`src/rtl/assoc_cache_if.sv`:
```
// rtl/assoc_cache_if.sv - block-transfer bus between the L1 cache and the memory/DMA arbiter
interface assoc_cache_if #(
  parameter int WORD_SIZE   = 16,
  parameter int BLOCK_WORDS = 4
);
  logic                              MEMORY_readM;
  logic                              MEMORY_writeM;
  logic [WORD_SIZE-1:0]              MEMORY_address;
  logic [WORD_SIZE*BLOCK_WORDS-1:0]  MEMORY_wdata;
  logic [WORD_SIZE*BLOCK_WORDS-1:0]  MEMORY_rdata;
  logic                              MEMORY_ready;

  modport master (
    output MEMORY_readM, MEMORY_writeM, MEMORY_address, MEMORY_wdata,
    input  MEMORY_rdata, MEMORY_ready
  );

  modport slave (
    input  MEMORY_readM, MEMORY_writeM, MEMORY_address, MEMORY_wdata,
    output MEMORY_rdata, MEMORY_ready
  );
endinterface

```
`src/rtl/assoc_cache.sv`:
```
// rtl/assoc_cache.sv - 2-way set-associative write-back L1 cache with true-LRU and flush
module assoc_cache #(
  parameter int WORD_SIZE   = 16,
  parameter int INDEX_BITS  = 2,
  parameter int OFFSET_BITS = 2,
  parameter int TAG_BITS    = WORD_SIZE - INDEX_BITS - OFFSET_BITS
) (
  input  logic                 clk,
  input  logic                 reset,
  input  logic                 CPU_readM,
  input  logic                 CPU_writeM,
  input  logic [WORD_SIZE-1:0] CPU_address,
  input  logic [WORD_SIZE-1:0] CPU_wdata,
  output logic [WORD_SIZE-1:0] CPU_rdata,
  output logic                 CPU_ready,
  input  logic                 flush,
  output logic                 flush_done,
  assoc_cache_if.master        mem,
  output logic [15:0]          hit_count,
  output logic [15:0]          miss_count
);
  localparam int SETS        = 1 << INDEX_BITS;
  localparam int BLOCK_WORDS = 1 << OFFSET_BITS;
  localparam int BLOCK_BITS  = WORD_SIZE * BLOCK_WORDS;

  typedef enum logic [1:0] {IDLE, WB, FILL, FLUSH} state_t;

  state_t                  state;
  logic [TAG_BITS-1:0]     tags  [SETS][2];
  logic [BLOCK_BITS-1:0]   data  [SETS][2];
  logic [1:0]              valid [SETS];
  logic [1:0]              dirty [SETS];
  logic [SETS-1:0]         lru;

  logic [TAG_BITS-1:0]     lat_tag;
  logic [INDEX_BITS-1:0]   lat_set;
  logic                    lat_way;
  logic                    from_flush;
  logic                    flush_pend;
  logic                    pend_miss;
  logic [INDEX_BITS:0]     fptr;

  logic                    mem_read;
  logic                    mem_write;
  logic [WORD_SIZE-1:0]    mem_addr;
  logic [BLOCK_BITS-1:0]   mem_wdata;

  logic [TAG_BITS-1:0]     req_tag;
  logic [INDEX_BITS-1:0]   req_set;
  logic [OFFSET_BITS-1:0]  req_off;
  logic                    req, hit0, hit1, hit, vic_way, vic_dirty;
  logic [BLOCK_BITS-1:0]   hit_block;
  logic [INDEX_BITS-1:0]   f_set;
  logic                    f_way, f_dirty;

  // Word 0 sits in the MSBs of a block
  function automatic int word_lsb(input logic [OFFSET_BITS-1:0] off);
    return (BLOCK_WORDS - 1 - int'(off)) * WORD_SIZE;
  endfunction

  function automatic logic [15:0] sat_inc(input logic [15:0] v);
    return (v == 16'hFFFF) ? v : v + 16'd1;
  endfunction

  assign mem.MEMORY_readM   = mem_read;
  assign mem.MEMORY_writeM  = mem_write;
  assign mem.MEMORY_address = mem_addr;
  assign mem.MEMORY_wdata   = mem_wdata;

  always_comb begin
    req_tag   = CPU_address[WORD_SIZE-1 -: TAG_BITS];
    req_set   = CPU_address[OFFSET_BITS +: INDEX_BITS];
    req_off   = CPU_address[OFFSET_BITS-1:0];
    req       = CPU_readM | CPU_writeM;
    hit0      = valid[req_set][0] && (tags[req_set][0] == req_tag);
    hit1      = valid[req_set][1] && (tags[req_set][1] == req_tag);
    hit       = hit0 | hit1;
    hit_block = hit1 ? data[req_set][1] : data[req_set][0];
    CPU_ready = (state == IDLE) && (hit || !req);
    CPU_rdata = '0;
    if (state == IDLE && hit && CPU_readM)
      CPU_rdata = hit_block[word_lsb(req_off) +: WORD_SIZE];
    if (!valid[req_set][0])      vic_way = 1'b0;
    else if (!valid[req_set][1]) vic_way = 1'b1;
    else                         vic_way = lru[req_set];
    vic_dirty = valid[req_set][vic_way] && dirty[req_set][vic_way];
    f_set     = fptr[INDEX_BITS:1];
    f_way     = fptr[0];
    f_dirty   = valid[f_set][f_way] && dirty[f_set][f_way];
  end

  always_ff @(posedge clk) begin
    if (reset) begin
      state      <= IDLE;
      lru        <= '0;
      for (int i = 0; i < SETS; i++) begin
        valid[i] <= '0;
        dirty[i] <= '0;
      end
      lat_tag    <= '0;
      lat_set    <= '0;
      lat_way    <= 1'b0;
      from_flush <= 1'b0;
      flush_pend <= 1'b0;
      pend_miss  <= 1'b0;
      fptr       <= '0;
      mem_read   <= 1'b0;
      mem_write  <= 1'b0;
      mem_addr   <= '0;
      mem_wdata  <= '0;
      flush_done <= 1'b0;
      hit_count  <= '0;
      miss_count <= '0;
    end else begin
      flush_done <= 1'b0;
      case (state)
        IDLE: begin
          if (req && hit) begin
            if (CPU_writeM) begin
              data[req_set][hit1][word_lsb(req_off) +: WORD_SIZE] <= CPU_wdata;
              dirty[req_set][hit1] <= 1'b1;
            end
            lru[req_set] <= ~hit1;
            // The completion of a request that already missed is not a hit
            if (pend_miss) pend_miss <= 1'b0;
            else           hit_count <= sat_inc(hit_count);
          end
          if (req && !hit) begin
            lat_tag    <= req_tag;
            lat_set    <= req_set;
            lat_way    <= vic_way;
            from_flush <= 1'b0;
            pend_miss  <= 1'b1;
            miss_count <= sat_inc(miss_count);
            if (flush) flush_pend <= 1'b1;
            if (vic_dirty) begin
              mem_write <= 1'b1;
              mem_addr  <= {tags[req_set][vic_way], req_set, {OFFSET_BITS{1'b0}}};
              mem_wdata <= data[req_set][vic_way];
              state     <= WB;
            end else begin
              mem_read  <= 1'b1;
              mem_addr  <= {req_tag, req_set, {OFFSET_BITS{1'b0}}};
              state     <= FILL;
            end
          end else if (flush || flush_pend) begin
            flush_pend <= 1'b0;
            fptr       <= '0;
            state      <= FLUSH;
          end
        end
        WB: begin
          if (flush && !from_flush) flush_pend <= 1'b1;
          if (mem.MEMORY_ready) begin
            mem_write <= 1'b0;
            dirty[lat_set][lat_way] <= 1'b0;
            if (from_flush) begin
              if (&fptr) begin
                state      <= IDLE;
                flush_done <= 1'b1;
              end else begin
                fptr  <= fptr + 1'b1;
                state <= FLUSH;
              end
            end else begin
              mem_read <= 1'b1;
              mem_addr <= {lat_tag, lat_set, {OFFSET_BITS{1'b0}}};
              state    <= FILL;
            end
          end
        end
        FILL: begin
          if (flush) flush_pend <= 1'b1;
          if (mem.MEMORY_ready) begin
            mem_read                <= 1'b0;
            data[lat_set][lat_way]  <= mem.MEMORY_rdata;
            tags[lat_set][lat_way]  <= lat_tag;
            valid[lat_set][lat_way] <= 1'b1;
            dirty[lat_set][lat_way] <= 1'b0;
            state                   <= IDLE;
          end
        end
        FLUSH: begin
          // Dirty lines borrow the WB handshake and come back here to advance
          if (f_dirty) begin
            lat_set    <= f_set;
            lat_way    <= f_way;
            from_flush <= 1'b1;
            mem_write  <= 1'b1;
            mem_addr   <= {tags[f_set][f_way], f_set, {OFFSET_BITS{1'b0}}};
            mem_wdata  <= data[f_set][f_way];
            state      <= WB;
          end else if (&fptr) begin
            state      <= IDLE;
            flush_done <= 1'b1;
          end else begin
            fptr <= fptr + 1'b1;
          end
        end
        default: state <= IDLE;
      endcase
    end
  end
endmodule

```
`src/flat_wrapper.sv`:
```
// flat-port wrapper written by rule: the top's interface ports become plain ports
module assoc_cache_flat 
#(
  parameter int WORD_SIZE   = 16,
  parameter int INDEX_BITS  = 2,
  parameter int OFFSET_BITS = 2,
  parameter int TAG_BITS    = WORD_SIZE - INDEX_BITS - OFFSET_BITS
)
  (clk, reset, CPU_readM, CPU_writeM, CPU_address, CPU_wdata, CPU_rdata, CPU_ready, flush, flush_done, hit_count, miss_count, mem_MEMORY_readM, mem_MEMORY_writeM, mem_MEMORY_address, mem_MEMORY_wdata, mem_MEMORY_rdata, mem_MEMORY_ready);
  assoc_cache_if #(.WORD_SIZE(WORD_SIZE), .BLOCK_WORDS(4)) mem_i ();
  input  logic clk;
  input  logic reset;
  input  logic CPU_readM;
  input  logic CPU_writeM;
  input  logic [WORD_SIZE-1:0] CPU_address;
  input  logic [WORD_SIZE-1:0] CPU_wdata;
  output logic [WORD_SIZE-1:0] CPU_rdata;
  output logic CPU_ready;
  input  logic flush;
  output logic flush_done;
  output logic [15:0] hit_count;
  output logic [15:0] miss_count;
  output wire logic [$bits(mem_i.MEMORY_readM)-1:0] mem_MEMORY_readM;
  output wire logic [$bits(mem_i.MEMORY_writeM)-1:0] mem_MEMORY_writeM;
  output wire logic [$bits(mem_i.MEMORY_address)-1:0] mem_MEMORY_address;
  output wire logic [$bits(mem_i.MEMORY_wdata)-1:0] mem_MEMORY_wdata;
  input wire logic [$bits(mem_i.MEMORY_rdata)-1:0] mem_MEMORY_rdata;
  input wire logic [$bits(mem_i.MEMORY_ready)-1:0] mem_MEMORY_ready;
  assign mem_MEMORY_readM = mem_i.MEMORY_readM;
  assign mem_MEMORY_writeM = mem_i.MEMORY_writeM;
  assign mem_MEMORY_address = mem_i.MEMORY_address;
  assign mem_MEMORY_wdata = mem_i.MEMORY_wdata;
  assign mem_i.MEMORY_rdata = mem_MEMORY_rdata;
  assign mem_i.MEMORY_ready = mem_MEMORY_ready;
  assoc_cache #(.WORD_SIZE(WORD_SIZE), .INDEX_BITS(INDEX_BITS), .OFFSET_BITS(OFFSET_BITS), .TAG_BITS(TAG_BITS)) u_core (.clk(clk), .reset(reset), .CPU_readM(CPU_readM), .CPU_writeM(CPU_writeM), .CPU_address(CPU_address), .CPU_wdata(CPU_wdata), .CPU_rdata(CPU_rdata), .CPU_ready(CPU_ready), .flush(flush), .flush_done(flush_done), .mem(mem_i), .hit_count(hit_count), .miss_count(miss_count));
endmodule
```
`config.mk`:
```
export PLATFORM = sky130hd
export DESIGN_NAME = assoc_cache_flat
export DESIGN_NICKNAME = d
export VERILOG_FILES = /design/src/rtl/assoc_cache_if.sv /design/src/rtl/assoc_cache.sv /design/src/flat_wrapper.sv
export SDC_FILE = /design/constraint.sdc
export NUM_CORES = 1
export LEC_CHECK = 0
export CAP_MARGIN = 20
export CORE_UTILIZATION = 40
export DETAILED_ROUTE_END_ITERATION = 12
export MAX_ROUTING_LAYER = met4
export PLACE_DENSITY = 0.62
export SETUP_SLACK_MARGIN = 0.05
export SYNTH_ARGS = -nofsm -noshare
export SYNTH_HDL_FRONTEND = slang
export SYNTH_SLANG_ARGS = --single-unit
```
`constraint.sdc`:
```
create_clock -name clk -period 8.8 [get_ports clk]
set_input_delay 2.64 -clock clk [delete_from_list [all_inputs] [get_ports clk]]
set_output_delay 2.64 -clock clk [all_outputs]
set_load 0.01 [all_outputs]
```
# Yosys cells after proc, flatten, opt, wreduce, memory -nomap -nowiden
# Memory sizes are Yosys's and may differ from the RTL's. A register that Yosys moved wholly into a read port is not among the register bits.
# Index checks and enable logic that the tools add are counted.
# op_classes
n_lt_le_gt_ge	14
n_eq_ne	21
n_addsub	5
shift	3
n_mux	135
bitwise_logic	12
reduce_logical	43
# ops
op	n
two-way mux 64 bit	12
two-way mux 128 bit	4
demux 64 bit (select 1 bit)	2
one-hot mux 64 bit (2 select lines)	1
OR reduction 128 bit	1
two-way mux 16 bit	6
two-way mux 12 bit	7
two-way mux 2 bit	32
variable shift 16 x 33 -> 64 bit, first input constant	1
indexed part select 16 x 33 -> 64 bit	1
indexed part select 64 x 32 -> 16 bit	1
two-way mux 1 bit	48
one-hot mux 16 bit (3 select lines)	1
negator 32 -> 33 bit	1
adder 16 x 1 -> 16 bit, second input constant	2
equality test 16 bit, second input constant	2
equality test 12 bit	2
two-way mux 24 bit	1
two-way mux 3 bit	6
!= test 2 bit, second input constant	8
logical AND 1 bit	15
demux 12 bit (select 1 bit)	1
AND reduction 3 bit	4
AND reduction 4 bit	3
other kinds (34)	71
# word_totals
ramBits	624
inputBits	102
reg_bits	142
mem_count	4
# mem_list
memory	words	width	rd	rd_clocked_by_memory_dff	wr	line	rtl
u_core.data	4	128	2	1	1	assoc_cache.sv:30	logic [BLOCK_BITS-1:0] data [SETS][2];
u_core.tags	4	24	2	1	1	assoc_cache.sv:29	logic [TAG_BITS-1:0] tags [SETS][2];
u_core.dirty	4	2	2	1	4	assoc_cache.sv:32	logic [1:0] dirty [SETS];
u_core.valid	4	2	2	1	4	assoc_cache.sv:31	logic [1:0] valid [SETS];

# Depth between registers and ports, before layout
# An unclocked memory read counts as a cell.
# depth
word_depth	12
ltp_mapped	14

# Worst setup path before layout
# Ideal clock, no wire load.
# synth_path
path_kind	input -> output
startpoint	input port CPU_address[2]
endpoint	output port CPU_rdata[0]
stages	8
setup_slack_ns	0.963
t_arrival_ns	5.197
cell_sequence	buf_6 -> buf_12 -> buf_8 -> clkbuf_1 -> clkbuf_1 -> mux4_2 -> mux4_2 -> a22o_1
# synth_via
elab_chain_len	7
# synth_rtl
item	line	rtl
start, declared	flat_wrapper.sv:15	input logic [WORD_SIZE-1:0] CPU_address;
parallel branches: the longest is 6 deep, another holds memory (4 x 24 bit)	-	
two-way mux 16 bit *	assoc_cache.sv:81	if (state == IDLE && hit && CPU_readM)
end, declared	flat_wrapper.sv:17	output logic [WORD_SIZE-1:0] CPU_rdata;
# Mark *: on every way between the ends.

# Worst setup path after layout
# layout_path
startpoint	input port CPU_address[3]
endpoint	output port CPU_rdata[10]
# Same word-level chain as after synthesis.

==> reports/metrics.yaml <==
worst_setup_path:
  cp_max_fo: 53
  worst-setup-path-type: "input pin to primary output"
  crit_slowest_cell: "buf_4"
  arrival_ns: 6.05
  timing.rr.start: "u_core.state[0]"
  required_ns: 6.16
  rr_worst_depth: 6
  crit_chain: "buf_6 > buf_4 > buf_6 > mux4_2 > mux4_2 > a22o_1 > clkdlybuf4s50_1"
  max_stage_delay_ns: 0.59
  crit_path_start_kind: "input pin"
  worstSetupEndpointType: "primary output"
  r2r_end: "u_core.tags[1][11]"
  reg2reg_slack_ns: 4.68
detailed_routing:
  viasPerCell: 6.23
  drc: 0
  wire_per_inst_um: 30.4
  vias: 24700
  wl_um: 121000
  firstDrtPassIters: 5
  postRouteAntennaNets: 0
  dr.first_iter.drc_count: 3057
yosys:
  ys_types: 72
  syn_inst: 2430
  yosysWarnings: 0
  yosysSeqAreaShare_pct: 57.3
  synth_compound_area_share_pct: 6.09
  synthesis.area_sq_mm: 0.0377
  synthSimpleGateAreaFrac_pct: 6.03
  synth_ff_type: "edfxtp_1"
  synth_area_per_cell_sq_um: 15.5
  synth_seq_cells: 766
  muxShareOfSynthArea_pct: 27.0
  synthArstFlopShare_pct: 0
  synth_fa_ha_area_share_pct: 0.432
  synthXorXnorAreaFrac_pct: 0.581
  synth_top_family_by_area: "multiplexers"
  synth-edff-count: 624
hold_path:
  hold_depth: 2
  hp-start: "u_core.mem.MEMORY_address[15]"
  hold_end: "u_core.mem.MEMORY_address[15]"
  hp-class: "flop to flop"
pwr:
  leakage_uw: 0.0141
  vdd.ir_drop.worst_v: 0.000228
  power_density_mw_per_mm2: 218
  power_uw: 9660
sta:
  tightest_slew_ns: 1.18
  max_freq_ghz: 0.115
  fin_skew_ns: 0.0405
  slew_violations: 0
  period_share_pct: 98.7
  setup_violations: 0
  rsz0062_at_grt: "no"
  hold_violations: 0
  max_slew_margin_pct: 21.1
  fin_crit_ns: 8.69
  tns_ns: 0
clocking:
  cts_tree: "built"
  cts_made_buffers: 86
  post_cts_buffers: 0
  clk_pin_slew_ns: 0.06
  clock_tree.root_cell: "clkbuf_16"
  hold_buffers: 0
  clock_sinks: 766
  clock_path_buffers: 3
  ctsHtreeMaxLevel: 3
  clk_latency_ns: 0.67
status:
  outcome: "finished clean"
placed_design:
  io_buffers: 231
  place_hpwl_um: 78000
  finalWeightedCongestion: 0.920
grt:
  overflow: 0
  grt_pass1_wl_um: 173000
  grtUsageTotal_pct: 26.1
  antenna_found_initial: 4
  grt_max_degree: 97
  grt_pass1_vias: 24600
flow_run:
  max-cap-violations: 0
cells_and_area:
  layout-drive-gt1-share_pct: 24.6
  fill_cells: 7990
  area_growth_pct: 17.8
  finalNetCount: 2745
die:
  core_sq_mm: 0.0933
  die_height_um: 309
  die_w_um: 309
  io-pin-count: 234
  row_count: 112
  start_util_pct: 40.4
  dieArea_sq_mm: 0.0955
critical path: cells and delay by family:
| kind | cells | cell delay, ns |
|---|---|---|
| buf+inv | 4 | 1.98 |
| mux | 2 | 0.96 |
| compound gates | 1 | 0.34 |
Yosys cell counts, types with 8 or more instances:
cell type / instances / area, sq um
edfxtp_1: 624 / 18700
mux4_2: 336 / 7570
nor2_1: 216 / 811
mux2i_1: 162 / 1620
dfxtp_1: 142 / 2840
clkbuf_1: 133 / 499
a21oi_1: 132 / 661
mux2_2: 88 / 991
a22o_1: 83 / 727
nand2_1: 59 / 221
nand3_1: 44 / 220
o21ai_0: 38 / 190
buf_2: 37 / 185
or3_1: 25 / 156
nor3_1: 23 / 115
xnor2_1: 23 / 201
inv_1: 22 / 82.6
and2_1: 21 / 131
a211oi_1: 20 / 150
nand4_1: 16 / 100
nor4_1: 14 / 87.6
ha_1: 13 / 163
a221oi_1: 12 / 105
and3_1: 11 / 68.8
buf_1: 11 / 41.3
buf_4: 11 / 82.6
nor2b_1: 10 / 62.6
o31ai_1: 9 / 67.6
or4_1: 8 / 60.1
registers in the layout, summed over array words and instances, names as in the netlist, named ones only:
register / cells
u_core.hit_count: 16
u_core.lru: 4
u_core.mem.MEMORY_wdata: 64
u_core.dirty: 8
u_core.state: 2
u_core.lat_way: 1
u_core.miss_count: 16
u_core.data: 512
u_core.pend_miss: 1
u_core.valid: 8
u_core.mem.MEMORY_writeM: 1
u_core.flush_pend: 1
u_core.mem.MEMORY_readM: 1
u_core.tags: 96
u_core.fptr: 3
u_core.lat_set: 2
u_core.mem.MEMORY_address: 14
u_core.from_flush: 1
u_core.lat_tag: 12
u_core.flush_done: 1
worst max-delay path by stage:
| stage | from | end | slack, ns |
|---|---|---|---|
| after global placement | CPU_address[3] | CPU_rdata[10] | 0.02 |
| after floorplan | CPU_address[2] | CPU_rdata[0] | 0.96 |
| after CTS | CPU_address[2] | CPU_rdata[7] | 0.06 |
| after global routing | CPU_address[2] | CPU_rdata[11] | 0.05 |
| final | CPU_address[3] | CPU_rdata[10] | 0.11 |
| after detailed placement | CPU_address[3] | CPU_rdata[10] | 0.01 |
repair_timing:
action	4_1_cts	5_1_grt
gates resized for setup	2	5
setup endpoints to repair	7	16
pin swaps	0	1
layout by cell type, fill, tap and decap left out, types with 82 or more instances in the layout:
cell type	instances
clkdlybuf4s50_1	227
nor2_1	210
mux2_2	88
a22o_1	82
dfxtp_1	139
mux2i_1	162
a21oi_1	131
mux4_2	336
edfxtp_1	624
clkbuf_16	87
kinds of logic (layout without fill, tap and decap cells):
| family | after synthesis | after routing |
|---|---|---|
| DFF | 766 | 766 |
| muxes | 587 | 587 |
| and+or+nand+nor | 476 | 476 |
| AOI/OAI and AO/OA | 342 | 342 |
| buffers and inverters | 220 | 491 |
| xor gates and xnor gates | 25 | 25 |
| adders and majority gates | 13 | 13 |
| other | 1 | 6 |
metal layers:
metal | global-route usage (%) | vias to the layer above | share of wire [%]
met5 | - | - | 0
met4 | 10.5 | 0 | 4.3
met3 | 6.12 | 221 | 9.5
met2 | 41.0 | 1348 | 48
met1 | 32.6 | 12800 | 38
li1 | - | 10300 | -
per-stage QoR:
step / area [sq um] / setup slack [ns] / util (%) / instances / hold slack, ns
floorplan: 37700 / 0.963 / - / 2431 / 0.455
global placement: 41500 / 0.0170 / 44.4 / 3794 / 0.468
detailed placement: 41500 / 0.0104 / 44.4 / 3795 / 0.470
CTS: 44300 / 0.0600 / 47.5 / 3955 / 0.478
global route: 44400 / 0.0512 / 47.5 / 3958 / 0.502
finish: 44400 / 0.114 / 47.6 / 3960 / 0.475
cell type report:
cell class,instances,area [sq um],area share (%)
clock buffer,120,2380,5.36
multi-input combinational,1445,15300,34.4
tap,1254,1570,3.54
clock inverter,40,462,1.04
timing repair buffer,308,3010,6.78
inverter,23,86.3,0.195
sequential,766,21600,48.6
antenna,4,10.0,0.0226
power breakdown:
| part | total (uW) | leakage [uW] | switching (uW) | internal, uW |
|---|---|---|---|---|
| Combinational | 1760 | 0.00582 | 1090 | 663 |
| Sequential | 4290 | 0.00692 | 146 | 4140 |
| Clock | 3620 | 0.00139 | 1530 | 2090 |
Power figures use the tool's default switching activity.
